### src/rtl/rr_arb4_sel.sv
// rtl/rr_arb4_sel.sv - four-lane round-robin arbiter producing a hold-stable 4:1 mux select
module rr_arb4_sel #(
  parameter int unsigned MAX_HOLD = 15
) (
  input  logic       clk,
  input  logic       rst,
  input  logic [3:0] req,
  input  logic       done,
  output logic [1:0] sel,
  output logic [3:0] gnt,
  output logic       valid,
  output logic       timeout
);

  typedef enum logic {IDLE, BUSY} state_t;

  state_t     state;
  logic [1:0] last;
  logic [3:0] hold_cnt;

  // Returns {found, index}; lanes after 'from' win first, 'from' itself last.
  function automatic logic [2:0] scan(input logic [1:0] from, input logic [3:0] r);
    logic [2:0] res;
    logic [1:0] idx;
    res = 3'b000;
    for (int k = 4; k >= 1; k--) begin
      idx = from + 2'(k);
      if (r[idx]) res = {1'b1, idx};
    end
    return res;
  endfunction

  logic [3:0] owner_mask;
  logic [3:0] others;
  logic [2:0] idle_pick;
  logic [2:0] hand_pick;
  logic       hit_limit;
  logic       dropped;
  logic       release_now;

  always_comb begin
    owner_mask  = 4'b0001 << sel;
    others      = req & ~owner_mask;
    idle_pick   = scan(last, req);
    // The released owner is masked so it cannot take the very next grant.
    hand_pick   = scan(sel, others);
    hit_limit   = (hold_cnt == 4'(MAX_HOLD - 1));
    dropped     = ~req[sel];
    release_now = done | dropped | hit_limit;
  end

  always_ff @(posedge clk or posedge rst) begin
    if (rst) begin
      state    <= IDLE;
      sel      <= 2'd0;
      gnt      <= 4'b0000;
      valid    <= 1'b0;
      timeout  <= 1'b0;
      last     <= 2'd3;
      hold_cnt <= 4'd0;
    end else begin
      timeout <= 1'b0;
      case (state)
        IDLE: begin
          if (idle_pick[2]) begin
            sel      <= idle_pick[1:0];
            gnt      <= 4'b0001 << idle_pick[1:0];
            valid    <= 1'b1;
            hold_cnt <= 4'd0;
            state    <= BUSY;
          end else begin
            gnt   <= 4'b0000;
            valid <= 1'b0;
          end
        end
        BUSY: begin
          if (!release_now) begin
            if (hold_cnt != 4'hf) hold_cnt <= hold_cnt + 4'd1;
          end else begin
            last    <= sel;
            // Only a pure hold-limit release is reported as a timeout.
            timeout <= hit_limit & ~done & ~dropped;
            if (hand_pick[2]) begin
              sel      <= hand_pick[1:0];
              gnt      <= 4'b0001 << hand_pick[1:0];
              hold_cnt <= 4'd0;
            end else begin
              gnt   <= 4'b0000;
              valid <= 1'b0;
              state <= IDLE;
            end
          end
        end
        default: state <= IDLE;
      endcase
    end
  end

endmodule
### config.mk
export PLATFORM = sky130hd
export DESIGN_NAME = rr_arb4_sel
export DESIGN_NICKNAME = d
export VERILOG_FILES = /design/src/rtl/rr_arb4_sel.sv
export SDC_FILE = /design/constraint.sdc
export NUM_CORES = 1
export LEC_CHECK = 0
export ABC_AREA = 1
export CAP_MARGIN = 20
export CORE_UTILIZATION = 50
export DETAILED_ROUTE_END_ITERATION = 10
export PLACE_DENSITY = 0.81
export SLEW_MARGIN = 20
export SYNTH_ARGS = -nofsm -noshare
export SYNTH_HDL_FRONTEND = slang
export SYNTH_SLANG_ARGS = --single-unit
### constraint.sdc
create_clock -name clk -period 1.56 [get_ports clk]
set_input_delay 0.156 -clock clk [delete_from_list [all_inputs] [get_ports clk]]
set_output_delay 0.156 -clock clk [all_outputs]
set_load 0.02 [all_outputs]
; ---- Yosys cells after proc, flatten, opt, wreduce, memory -nomap -nowiden
; Cells that the tools add are included.
[word_totals]
register_bits = 15
out_inout_bits = 8
[op_classes]
add_sub_neg = 7
n_lt_le_gt_ge = 8
n_eq_ne = 8
shift = 3
mux = 48
n_bitwise = 9
reduce_logical = 4
[ops]
columns = operator, count
row1 = $mux 4, 7
row2 = $lt 2x3->1 const B, 8
row3 = $mux 3, 8
row4 = $bmux 1 s2, 9
row5 = $mux 1, 16
row6 = $pmux 4 s2, 2
row7 = $shl 1x2->4 const A, 3
row8 = $add 2x2->2 const B, 4
row9 = $mux 2, 3
row10 = $reduce_and 3->1, 2
row11 = $add 2x1->2 const B, 2
row12 = $add 4x1->4 const B, 1
row13 = $and 4x4->4, 1
row14 = $eq 4x4->1 const B, 1
row15 = $ne 2x1->1 const B, 2
row16 = $ne 2x2->1 const B, 2
row17 = $ne 4x4->1 const B, 1
row18 = $not 4->4, 1
row19 = $pmux 1 s2, 2
row20 = $pmux 2 s2, 1
row21 = $reduce_and 2->1, 2
row22 = $ne 3x1->1 const B, 1
row23 = $ne 3x3->1 const B, 1
row24 = $not 1->1, 3
row25 = other kinds (2), 4

; ---- Depth between registers and ports, before layout
; Gate-level depths: netlist of run 1.
[logic_depth]
word_depth = 13
mapped_depth = 16
mapped_depth_nobuf = 15

; ---- Worst setup path after synthesis of run 1
; OpenSTA, ideal clock, no wires.
[synth_path]
path_type = register to register
from = register sel[0]
to = register gnt[1]
arrival_ps = 1725
setup_slack_ps = -236
path_stages_with_launch = 17
path_buffers = 1
cell_sequence = dfrtp_1 -> buf_6 -> inv_8 -> ha_1 -> inv_1 -> nand3_1 -> nand2_1 -> nand2_1 -> nand2_1 -> inv_1 -> nand2_2 -> nand2_1 -> nand2_1 -> nand3_1 -> nor2_1 -> nor2_1 -> nor2_1
[synth_via]
elab_chain_cells = 13
elab_cells_between_ends = 28
[synth_rtl]
columns = element, line_no
row1 = from (decl), 9  ; output logic [1:0] sel,
row2 = from (signal assigned), 66  ; sel <= idle_pick[1:0];
row3 = from (signal assigned), 84  ; sel <= hand_pick[1:0];
row4 = $shl 1x2->4, 42  ; owner_mask = 4'b0001 << sel;
row5 = $not 4->4, 43  ; others = req & ~owner_mask;
row6 = $and 4x4->4, 43
row7 = $bmux 1 s2, 28  ; if (r[idx]) res = {1'b1, idx};
row8 = $mux 1 (implied by the code), 28
row9 = $mux 3 (4 in a row), 28
row10 = $shl 1x2->4, 85  ; gnt <= 4'b0001 << hand_pick[1:0];
row11 = $mux 4, 83  ; if (hand_pick[2]) begin
row12 = $mux 4, 77  ; if (!release_now) begin
row13 = $pmux 4 s2, 63  ; case (state)
row14 = to (signal assigned), 67  ; gnt <= 4'b0001 << idle_pick[1:0];
row15 = to (signal assigned), 85
row16 = to (decl), 10  ; output logic [3:0] gnt,
; Several ways; a longest one is shown, not always the timed one. The select of a mux whose other input is x is not followed.
; A chain may end at the register's enable or synchronous reset.

; ---- Worst setup path in the final report of run 1
[layout_path]
from = register sel[0]
to = register gnt[3]
; Same word-level chain as after synthesis.

==> summary.md, run 1 <==
| Metric | Value |
|---|---|
| Leading area contributor after synthesis | dfrtp_1 |
| Largest net degree at the start of global routing | 10 |
| CP peak stage delay | around 0.54 ns |
| Hold_buf cts | 0 |
| Ratio of final minimum period to clock period | 120% |
| CP Depth | 13 |
| Worst EP arrival | 2.10 ns |
| # IOs | 15 |
| CTS Sinks | 15 |
| Cell Area, Synth | roughly 1400 um^2 |
| Startpoint types | register |
| Max-cap viol count | 0 |
| FF+latch count, synth | 15 |
| Yosys Warn Count | 0 |
| CTS buffer count | 3 |
| Worst slew pin tran | 0.380 ns |
| Max VDD drop | 1660 uV |
| Leading cell type by number of instances after synthesis | nand2_1 |
| Grt total ovfl | 0 |
| Post-Synthesis Cells | 210 |
| Leak | between 1 and 1.5 nW |
| Syn_area_per_cell | 6.50 um^2 |
| Initial Util | between 50 and 60% |
| Chip Height | between 50 and 60 um |
| TritonRoute pass-1 iters | 5 |
| GRT Util Overall | 24.0% |
| Slew HR | between 70% and 80% |
| Post-synth EDFFs | 0 |
| CP endpoint kind | register |
| Worst-case reg-to-reg path depth | 13 |
| Final HPWL DP | around 2.4 mm |
| Clk slew on worst S/H paths | 0.09 ns |
| Max-slew violation count | 0 |
| Final #Nets | ~260 |
| Vias in the first global route | 1225 |
| DP Area | about 1700 um^2 |
| CTS root buffer | clkbuf_4 |
| Core area | 2520 um^2 |
| DRC | 0 |
| IO Port Bufs | 14 |
| Crit path max fanout | 6 |
| Synth Net Count | ~220 |
| Routed WL | 3.68 mm |
| Main synth FF type | dfrtp_1 |
| Die W | 54.3 um |
| Die area | approximately 2900 um^2 |
| Final Cell Area | 1910 um^2 |
| Worst path slowest cell | dfrtp_2 |
| Max frequency | 535 MHz |
| Area contributors post-synth | dfrtp_1, nand2_1, nand3_1, inv_1, nor2_1 |
| Hold Fails Final Rpt | 0 |
| Worst path cell trace | inv_8 -> ha_4 -> inv_2 -> nand3_1 -> nand2_1 -> nand2_1 -> nand2_1 -> nand2_2 -> nand3_1 -> nand3_2 -> nor2_1 -> nor2_1 -> nor2_1 |
| Top cell type's share of synthesized area | 23.8% |
| Power Dens Cells | 2450 nW/um^2 |
| Post-synthesis cell type count | 30 |
| CTS max path bufs | 2 |
| Skew-Pair Late Insertion Delay | 0.29 ns |
| Setup Skew | 0.00167 ns |
| Final worst-path setup slack | -0.309 ns |
| Vias | between 1500 and 2000 |
| Site Rows | 18 |
| Place WS | -0.255 ns |
| Share of layout cells above drive strength 1 | between 30% and 40% |
| WS Path Type | reg2reg |
| Final GP Congestion | 0.896 |
| Asr flop ratio synth | between 90% and 100% |
| CP required | about 1.8 ns |
| Vias per cell | 5.44 |
| Seq/Total Area, Yosys | 27.7% |
| 1st-iter DRT viols | 70 |
| Crit path buf inv count | 2 |
| # H-tree levels | 1 |
| Failing checks | negative setup slack |
| Clock period minus worst slack | 1.87 ns |
| Syn-to-layout area delta | 40.1% |
| CTS tree | done |
| Hold Path Class | in2async |
| Initial antenna violation count | 0 |
| Number of inserted diodes | 0 |
| TNS Setup | -3.06 ns |
| Final setup viols | 14 |
| Synth cell count leaders | nand2_1, nand3_1, inv_1 |
| Delay-heaviest family, CP | simple AND/OR/NAND/NOR gates |
| Outcome | complete, but fails checks |
| DR WL/cell | 13.2 um |
| RSZ-0062 raised after global routing | yes |
| Final Util | 75.8% |
| DRT antenna net count | 0 |
| First-pass GRT wire length | 5.13 mm |
==> layer usage <==
metal	part of all wire, %	GRT usage (%)
met1	43	32.5
met2	51	39.2
met3	4.3	5.28
met4	1.2	4.70
met5	0	0
==> cells in the final DEF (no fill, tap or decap), types with 2 or more instances in the layout <==
cell type | synthesis | final
buf_4 | 0 | 23
inv_1 | 23 | 17
nand2_2 | 4 | 17
o21ai_1 | 4 | 4
nand2_4 | 2 | 4
dfstp_2 | 2 | 2
nand3b_1 | 2 | 2
nor2_1 | 22 | 21
xor2_1 | 2 | 2
dfrtp_1 | 13 | 11
nor2_4 | 2 | 2
a21oi_1 | 2 | 2
buf_6 | 2 | 2
clkdlybuf4s50_1 | 0 | 12
ha_4 | 0 | 4
dfrtp_2 | 0 | 2
ha_1 | 6 | 2
nand3_2 | 1 | 10
nor3_1 | 2 | 2
clkbuf_4 | 0 | 3
nand3_1 | 29 | 20
nor2_2 | 4 | 5
inv_4 | 1 | 4
nand2_1 | 69 | 54
o21ai_2 | 0 | 4
inv_2 | 4 | 7
==> stage by stage <==
stage	power, mW	cells	hold WS (ns)
floorplan	2.87	210	0.0559
global placement	3.68	269	0.417
detailed placement	3.71	269	0.428
CTS	3.99	274	0.116
global route	5.13	280	0.125
finish	4.69	280	0.109
==> power by group <==
part	internal (mW)	switching, mW
clock	0.0994	0.133
combinational	1.52	2.17
sequential	0.570	0.198
==> state kept, by name (all words and copies together), names as in the netlist <==
register and cells:
gnt 4, hold_cnt 4, last 2, sel 2, state 1, timeout 1, valid 1
==> path summary, 6_finish.rpt <==
path | start | slack (ns) | endpoint
min reg2reg | gnt[0] | 0.50 | gnt[0]
min | rst | 0.11 | hold_cnt[1]
min in group clk | gnt[0] | 0.50 | gnt[0]
max in group asynchronous | rst | 0.95 | last[1]
max reg2reg | sel[0] | -0.31 | gnt[3]
max | sel[0] | -0.31 | gnt[3]
==> final cells by class <==
type	count	area, um^2
Timing Repair Buffer	39	337
Multi-Input combinational cell	163	1010
Fill cell	185	609
Tap cell	30	37.5
Clock buffer	4	26.3
Inverter	29	126
Sequential cell	15	380
==> kinds of logic (layout without fill, tap and decap cells) <==
group                      Yosys count  after routing  share of synthesized area (%)
buffers and inverters               32             72                           10.6
AOI/OAI and AO/OA                   14             14                           6.05
xor gates and xnor gates             2              2                           1.28
and+or+nand+nor                    141            141                           48.9
adders and majority gates            6              6                           5.50
DFF                                 15             15                           27.7
==> repair_timing <==
item,in CTS,in global routing
pin swaps,4,18
buffers inserted,1,6
gates resized for setup,5,44
endpoints found under the setup margin,13,15
(Power assumes the default switching activity.)
==> run 2, diff against run 1 <==
--- a/config.mk
+++ b/config.mk
@@ -10,6 +10,7 @@
 export CORE_UTILIZATION = 50
 export DETAILED_ROUTE_END_ITERATION = 10
 export PLACE_DENSITY = 0.81
+export SETUP_SLACK_MARGIN = 0.2
 export SLEW_MARGIN = 20
 export SYNTH_ARGS = -nofsm -noshare
 export SYNTH_HDL_FRONTEND = slang
==> summary.md, run 2 (synthesized netlist as in run 1, its figures left out) <==
| Metric | Value |
|---|---|
| Outcome | complete, but fails checks |
| Failing checks | negative setup slack |
| WS Path Type | reg2reg |
| Final Cell Area | just under 2000 um^2 |
| CTS buffer count | 3 |
| First-pass GRT wire length | 5.38 mm |
| DRC | 0 |
| FILL cells | 169 |
| IO Port Bufs | 14 |
| Chip Height | between 50 and 60 um |
| Crit path max fanout | 5 |
| Largest net degree at the start of global routing | 10 |
| DRT antenna net count | 0 |
| Non-filler cells, final | 279 |
| Worst setup path startpoint | sel[0] |
| Worst slew pin tran | approximately 0.4 ns |
| Clk slew on worst S/H paths | 0.10 ns |
| CP endpoint kind | register |
| Final #Nets | 263 |
| TNS Setup | -3.89 ns |
| CTS Sinks | 15 |
| CTS tree | done |
| Routed WL | 4.07 mm |
| Setup Skew | 0.00811 ns |
| Power Dens Cells | around 2500 nW/um^2 |
| Core area | 2520 um^2 |
| Die area | 2940 um^2 |
| Vias per cell | 5.56 |
| Share of layout cells above drive strength 1 | 38.2% |
| CTS root buffer | clkbuf_4 |
| Final GP Congestion | 0.877 |
| Syn-to-layout area delta | 41.3% |
| Worst r2r dst | gnt[1] |
| Worst EP arrival | roughly 2.1 ns |
| # IOs | 15 |
| GRT Util Overall | 25.3% |
| Site Rows | 18 |
| Clock period minus worst slack | 1.91 ns |
| Multi-input gate area | 1040 um^2 |
| Final worst-path setup slack | -0.348 ns |
| CTS max path bufs | 2 |
| Storage element area | 380 um^2 |
| Hold Path Class | in2async |
| CP required | between 1.5 and 2 ns |
| Max-cap viol count | 0 |
| Die W | about 54 um |
| Crit path to | gnt[1] |
| Max VDD drop | 1930 uV |
| Max frequency | about 520 MHz |
| Startpoint types | register |
| Grt total ovfl | 0 |
| TritonRoute pass-1 iters | 4 |
| Hold Fails Final Rpt | 0 |
| DP Area | 1700 um^2 |
| 1st-iter DRT viols | 51 |
| RSZ-0062 raised after global routing | yes |
| Final setup viols | 14 |
| Most common cell after layout, fill and taps aside | nand2_1 |
| Slew HR | 72.9% |
| Largest regs | gnt (4), hold_cnt (4) |
| Vias | around 1600 |
| Vias in the first global route | 1291 |
| Skew-Pair Late Insertion Delay | 0.30 ns |
| Commonest cells after routing, fill and taps aside | nand2_1, buf_4, nand3_1, inv_1, nor2_1 |
| Max-slew violation count | 0 |
| Number of inserted diodes | 0 |
| Leak | 1.02 nW |
| Final HPWL DP | 2.56 mm |
| # H-tree levels | 1 |
| Worst-case reg-to-reg path depth | 13 |
| Initial antenna violation count | 0 |
| DR WL/cell | approximately 15 um |
| Worst reg2reg startpoint | sel[0] |
| Ratio of final minimum period to clock period | 122% |
| Final Util | 76.5% |
| Flop2flop setup slack | -0.35 ns |
| Placed cells | 271 |
| Initial Util | 54.1% |
==> run 2: changes by cell type in the layout (fill, tap and decap cells not counted), moves of 3 or more <==
cell / previous run / this run
nand3_4: 1 / 5
clkdlybuf4s50_1: 12 / 6
dlygate4sd2_1: 1 / 7
nor2_2: 5 / 8
nor2_1: 21 / 17
nand2_1: 54 / 57
==> run 2: report_power, final <==
group | total [mW] | switching, mW | internal (mW) | leakage [nW]
clock | 0.237 | 0.141 | 0.0958 | 0.0177
combinational | 3.84 | 2.33 | 1.51 | 0.815
sequential | 0.772 | 0.201 | 0.571 | 0.184
total | 4.85 | 2.67 | 2.18 | 1.02
==> run 2: worst min path at each step <==
stage / cells after the start / startpoint / endpoint
floorplan: 1 / rst / gnt[0]
global placement: 2 / rst / timeout
detailed placement: 2 / rst / timeout
CTS: 2 / rst / timeout
global route: 2 / rst / timeout
finish: 2 / rst / timeout
==> run 2: timing repair <==
| item | 4_1_cts | 5_1_grt |
|---|---|---|
| buffers inserted | 0 | 4 |
| endpoints found under the setup margin | 22 | 15 |
| pin swaps | 11 | 17 |
| resized for setup | 32 | 30 |
| hold buffers | 0 | 0 |
==> run 2: worst max-delay path, cell delays in order, from the launching register on <==
cell	delay [ns]
dfrtp_2	0.52
inv_8	0.11
ha_4	0.14
inv_4	0.04
nand3_4	0.07
nand2_4	0.07
nor2_2	0.18
nor2_1	0.09
inv_1	0.07
nand3_1	0.15
nand3_2	0.14
nor2_1	0.05
nor2_1	0.12
nor2_1	0.05
==> run 2: layout make-up <==
cell class	instances	share of cell area (%)
Clock buffer	3	1.17
Multi-Input combinational cell	163	53.8
Timing Repair Buffer	38	16.5
Tap cell	30	1.95
Inverter	29	6.68
Clock inverter	1	0.259
Sequential cell	15	19.7
==> run 2: metal layers <==
metal	wire length (um)	track usage (%)	vias to the layer above
met4	107	7.26	0
met2	1940	42.9	68
met3	260	5.83	17
li1	-	-	743
met1	1760	31.7	722
met5	0	0	-
==> run 2: stage by stage <==
step	total power, mW	worst slack (ns)	hold WS (ns)
6_report	4.85	-0.348	0.0919
5_1_grt	5.25	-0.438	0.126
3_5_place_dp	3.80	-0.253	0.420
3_3_place_gp	3.73	-0.208	0.414
2_1_floorplan	2.87	-0.140	0.0559
4_1_cts	4.18	-0.162	0.0952
